### config.mk
export PLATFORM = sky130hd
export DESIGN_NAME = bus_interconnect
export DESIGN_NICKNAME = d
export VERILOG_FILES = /design/src/rtl/bus_interconnect.sv
export SDC_FILE = /design/constraint.sdc
export NUM_CORES = 1
export LEC_CHECK = 0
export BUFFER_PORTS_ARGS = -buffer_cell sky130_fd_sc_hd__buf_4
export CAP_MARGIN = 0
export CORE_AREA = 2 2 135 137
export DETAILED_ROUTE_END_ITERATION = 8
export DIE_AREA = 0 0 137 139
export GPL_ROUTABILITY_DRIVEN = 0
export GPL_TIMING_DRIVEN = 0
export SLEW_MARGIN = 20
export SYNTH_ARGS = -nofsm -noshare
export SYNTH_HDL_FRONTEND = slang
export SYNTH_SLANG_ARGS = --single-unit
### constraint.sdc
create_clock -name clk -period 2 [get_ports clk]
set_input_delay 0 -clock clk [delete_from_list [all_inputs] [get_ports clk]]
set_output_delay 0 -clock clk [all_outputs]
set_load 0.05 [all_outputs]
### src/rtl/bus_interconnect.sv
// Single-master, N-slave bus interconnect: top-byte prefix decode, one-hot slave
// select, registered request broadcast, timeout/unmapped error completion.
module bus_interconnect #(
    parameter int                         N_SLAVES     = 4,
    parameter logic [N_SLAVES-1:0][7:0]   SLAVE_PREFIX = {8'h30, 8'h20, 8'h10, 8'h00},
    parameter int                         TIMEOUT      = 15
) (
    input  logic                         clk,
    input  logic                         reset,
    // master side
    input  logic                         m_valid,
    input  logic [31:0]                  m_address,
    input  logic [3:0]                   m_wstrobe,
    input  logic [31:0]                  m_wdata,
    output logic [31:0]                  m_rdata,
    output logic                         m_ready,
    output logic                         m_irq,
    // slave side
    output logic [N_SLAVES-1:0]          s_valid,
    output logic [31:0]                  s_address,
    output logic [3:0]                   s_wstrobe,
    output logic [31:0]                  s_wdata,
    input  logic [N_SLAVES-1:0][31:0]    s_rdata,
    input  logic [N_SLAVES-1:0]          s_ready,
    input  logic [N_SLAVES-1:0]          s_irq,
    // error reporting
    input  logic                         err_clear,
    output logic                         error,
    output logic [31:0]                  error_address
);

    // A zero TIMEOUT still needs a legal 1-bit counter; it is simply never compared.
    localparam int             CW       = (TIMEOUT > 0) ? $clog2(TIMEOUT + 1) : 1;
    localparam logic [CW-1:0]  CNT_LAST = (TIMEOUT > 0) ? CW'(TIMEOUT - 1) : '0;

    typedef enum logic [1:0] {IDLE, ACTIVE, FAIL} state_t;

    state_t                state_q, state_d;
    logic [31:0]           addr_q, addr_d;
    logic [31:0]           wdata_q, wdata_d;
    logic [3:0]            wstrb_q, wstrb_d;
    logic [N_SLAVES-1:0]   sel_q, sel_d;      // one-hot selected slave
    logic [CW-1:0]         cnt_q, cnt_d;
    logic                  error_q, error_d;
    logic [31:0]           eaddr_q, eaddr_d;

    logic [N_SLAVES-1:0]   hit;
    logic [N_SLAVES-1:0]   pick;
    logic                  sel_ready;
    logic [31:0]           sel_rdata;

    // Per-slave prefix comparators on the live master address.
    for (genvar g = 0; g < N_SLAVES; g++) begin : g_dec
        assign hit[g] = (m_address[31:24] == SLAVE_PREFIX[g]);
    end

    // Priority pick: scan downward so the lowest hitting index is the one left.
    always_comb begin
        pick = '0;
        for (int i = N_SLAVES - 1; i >= 0; i--) begin
            if (hit[i]) begin
                pick    = '0;
                pick[i] = 1'b1;
            end
        end
    end

    // Mux ready/rdata of the latched selection; non-selected slaves are masked off.
    always_comb begin
        sel_ready = |(s_ready & sel_q);
        sel_rdata = '0;
        for (int i = 0; i < N_SLAVES; i++) begin
            if (sel_q[i]) sel_rdata = sel_rdata | s_rdata[i];
        end
    end

    // Next-state and output logic of the transaction FSM.
    always_comb begin
        state_d = state_q;
        addr_d  = addr_q;
        wdata_d = wdata_q;
        wstrb_d = wstrb_q;
        sel_d   = sel_q;
        cnt_d   = cnt_q;
        error_d = error_q & ~err_clear;
        eaddr_d = eaddr_q;
        s_valid = '0;
        m_ready = 1'b0;
        m_rdata = '0;
        unique case (state_q)
            IDLE: begin
                if (m_valid) begin
                    addr_d  = m_address;
                    wdata_d = m_wdata;
                    wstrb_d = m_wstrobe;
                    sel_d   = pick;
                    cnt_d   = '0;
                    state_d = (|hit) ? ACTIVE : FAIL;
                end
            end
            ACTIVE: begin
                s_valid = sel_q;
                m_ready = sel_ready;
                if (sel_ready) begin
                    m_rdata = sel_rdata;
                    state_d = IDLE;
                end else if (TIMEOUT != 0 && cnt_q == CNT_LAST) begin
                    state_d = FAIL;
                end else begin
                    cnt_d = cnt_q + CW'(1);
                end
            end
            FAIL: begin
                // Set overrides a simultaneous err_clear.
                m_ready = 1'b1;
                error_d = 1'b1;
                eaddr_d = addr_q;
                state_d = IDLE;
            end
            default: state_d = IDLE;
        endcase
    end

    // State and latch registers; reset abandons any in-flight transaction.
    always_ff @(posedge clk or negedge reset) begin
        if (!reset) begin
            state_q <= IDLE;
            addr_q  <= '0;
            wdata_q <= '0;
            wstrb_q <= '0;
            sel_q   <= '0;
            cnt_q   <= '0;
            error_q <= 1'b0;
            eaddr_q <= '0;
        end else begin
            state_q <= state_d;
            addr_q  <= addr_d;
            wdata_q <= wdata_d;
            wstrb_q <= wstrb_d;
            sel_q   <= sel_d;
            cnt_q   <= cnt_d;
            error_q <= error_d;
            eaddr_q <= eaddr_d;
        end
    end

    assign s_address     = addr_q;
    assign s_wdata       = wdata_q;
    assign s_wstrobe     = wstrb_q;
    assign error         = error_q;
    assign error_address = eaddr_q;
    assign m_irq         = |s_irq;

endmodule

==> run_results.csv <==
group,metric,value,unit
power,leakage,4.21,nW
worst_setup_path,reg2reg_from,"state_q[1]",
grt,grt_util_all_layers,0.211,
power,p_per_area,1550,nW/um2
power,swShare,0.475,
clocking,numCtsBuffers,9,
synthesis,synth.largest_area_cell,"dfrtp_1",
worst_setup_path,worstPathArrival,1930,ps
power,vdd_ir_drop_max,0.00139,V
synthesis,synthTopCellsByArea,"dfrtp_1 54%, mux2_2 22%, a22oi_1 9.4%",
hold_path,min_to,"state_q[1]",
power,seqPwrFrac,0.282,
detailed_routing,final_antenna_net_count,0,
worst_setup_path,r2r_end,"s_address[19]",
timing,worstMarginPinSlew,884,ps
synthesis,syn_nets,613,
detailed_routing,postRouteWirelength,20700,um
job,cap_violations,0,
detailed_routing,vias,5101,
clocking,clock_sinks,111,
power,intPower,0.00743,W
timing,setup_slack,65.5,ps
floorplan,ios,347,
synthesis,synth_top_area_frac,0.542,
synthesis,synthCells,400,
detailed_routing,drc,0,
timing,skew,12.3,ps
grt,antenna_found_initial,0,
layout,num_antenna_cells,0,
detailed_routing,via_per_inst,4.79,
layout,synthToLayoutAreaGrowth,78.2,%
worst_setup_path,rrSetupSlack,110,ps
layout,fillerInstances,1551,
placed_design,dp_cells,975,
timing,hold_viol,0,
floorplan,initial_utilization,0.290,
worst_setup_path,rr_worst_depth,6,
grt,grt_pass1_vias,5597,
grt,grt_overflow,0,
timing,min_period,1930,ps
power,clockPowerShare,0.142,
synthesis,synth_seq_cells,111,
synthesis,ys_types,32,
floorplan,die_area,19000,um2
layout,layout-drive-gt1-share,0.600,
placed_design,dp_hpwl,15700,um
layout,final_area,9130,um2
clocking,worstSkewPairLatency,350,ps
floorplan,die_w,137,um
detailed_routing,wl_per_cell,19.4,um
hold_path,hold_class,"in -> reg",
timing,final_max_slew_viol_count,0,
timing,rsz0062_at_grt,"yes",
layout,final_cell_mix,"352 x buf_4, 111 x dfrtp_1, 100 x mux2_2, 70 x dlygate4sd3_1, 64 x a22oi_1",
power,p_switching,0.00673,W
synthesis,ys_warn_count,0,
worst_setup_path,critical_path_required,2000,ps
placed_design,port_buffers,346,
placed_design,dpl_cell_area,8010,um2
worst_setup_path,end_kind,"output pin",
detailed_routing,firstDrtPassIters,4,
clocking,cts_tree,"built",
placed_design,dp_slack,-4.05,ps
synthesis,syn-cell-area,5120,um2
power,comb_power_share,0.576,
synthesis,synth_flop_cell,"dfrtp_1",
floorplan,core,17700,um2
timing,period_share,0.967,
timing,whs,76.3,ps
floorplan,die_h,139,um
clocking,clock_path_buffers,2,
hold_path,hold_depth,3,
worst_setup_path,crit_fanout,10,
hold_path,min_from,"m_valid",
timing,slew_headroom,0.411,
clocking,root_buffer,"clkbuf_16",
detailed_routing,first_iter_violations,145,
power,p_total,0.0142,W
outcome,status,"finished clean",
clocking,path_clk_slew,70,ps
timing,setup_viol,0,
clocking,htree_levels,3,
timing,fmax,517,MHz
grt,grt_pass1_wl,30700,um
worst_setup_path,crit_type,"reg -> out",
synthesis,synth-edff-count,0,
synthesis,seq_area_frac_synth,0.542,
synthesis,async_reset_ff_frac,1.00,
worst_setup_path,start_kind,"flip-flop",
floorplan,num_rows,49,
layout,final_common_cell,"buf_4",
synthesis,synth_area_per_cell,12.8,um2
grt,grt_max_degree,112,
layout,final_nets,1043,
layout,final_cells,1064,
==> sequential cells by signal, summed over array words and instances (netlist names) <==
signal / count
state_q: 2
error: 1
cnt_q: 4
sel_q: 4
s_wdata: 32
error_address: 32
s_wstrobe: 4
s_address: 32
==> metal layers <==
metal / share of wire / global-route usage / up-vias
li1: - / - / 2353
met2: 0.52 / 0.388 / 251
met4: 0.023 / 0.0695 / 0
met3: 0.093 / 0.0676 / 33
met1: 0.36 / 0.224 / 2464
met5: 0 / 0 / -
==> layout make-up <==
cell class | count | area, um2 | area share
Sequential cell | 111 | 2780 | 0.304
Inverter | 7 | 26.3 | 0.00288
Buffer | 31 | 178 | 0.0195
Clock inverter | 5 | 87.6 | 0.00959
Multi-Input combinational cell | 250 | 2190 | 0.239
Clock buffer | 11 | 253 | 0.0277
Tap cell | 229 | 287 | 0.0314
Timing Repair Buffer | 420 | 3330 | 0.365
==> kinds of logic (layout without fill, tap and decap cells) <==
family / after synthesis / in the layout / share of synthesized area
AO/OA/AOI/OAI: 118 / 118 / 0.161
flip-flops: 111 / 111 / 0.542
multiplexers: 101 / 101 / 0.222
AND/OR/NAND/NOR: 26 / 26 / 0.0303
adder cells (fa/ha/maj): 5 / 5 / 0.0122
buffers and inverters: 39 / 474 / 0.0330
==> critical path, stage by stage (launching register included) <==
cell and delay (ps):
dfrtp_1 350, buf_2 170, a22o_2 310, o21ai_4 240
buf_4 240, a21oi_1 70, buf_4 200
==> synth_stat cells, drive strengths merged, types with 2 or more instances <==
cell type  number
dfrtp         111
mux2          100
a22oi          64
a21oi          33
buf            17
clkbuf         15
nand2          12
inv             7
o21ai           6
and2            5
ha              5
a22o            3
nand3           3
a21boi          2
nor3            2
o31ai           2
or4             2
==> repair_timing <==
action / in CTS / in global routing
endpoints found under the hold margin: 184 / 0
resized for setup: 9 / 19
pin swaps: 1 / 2
hold buffers: 71 / 0
endpoints found under the setup margin: 32 / 91
setup buffers: 2 / 2
==> power by group through the flow <==
| stage | registers, W | clock network (W) | logic, W |
|---|---|---|---|
| after floorplan | 0.00761 | 0 | 0.00172 |
| after global routing | 0.00415 | 0.00216 | 0.00848 |
| final | 0.00400 | 0.00201 | 0.00815 |
| after global placement | 0.00395 | 0 | 0.00799 |
| after CTS | 0.00400 | 0.00206 | 0.00818 |
| after detailed placement | 0.00401 | 0 | 0.00806 |
==> per-stage QoR <==
step / TNS [ps] / util
global placement: 0 / 0.454
floorplan: 0 / -
global route: -506 / 0.517
CTS: 0 / 0.515
finish: 0 / 0.517
detailed placement: -6.59 / 0.454
==> how the worst max path moves through the flow <==
| stage | from | end | slack, ps | cells after the start |
|---|---|---|---|---|
| floorplan | state_q[1] | m_rdata[10] | 190 | 6 |
| CTS | state_q[1] | s_address[17] | 0.03 | 6 |
| global route | sel_q[3] | m_rdata[16] | -50 | 6 |
| global placement | state_q[1] | s_address[5] | 50 | 6 |
| detailed placement | state_q[1] | s_wdata[5] | -4 | 6 |
| finish | sel_q[2] | m_rdata[16] | 70 | 6 |
No activity file was read; power rests on OpenSTA's default activity.
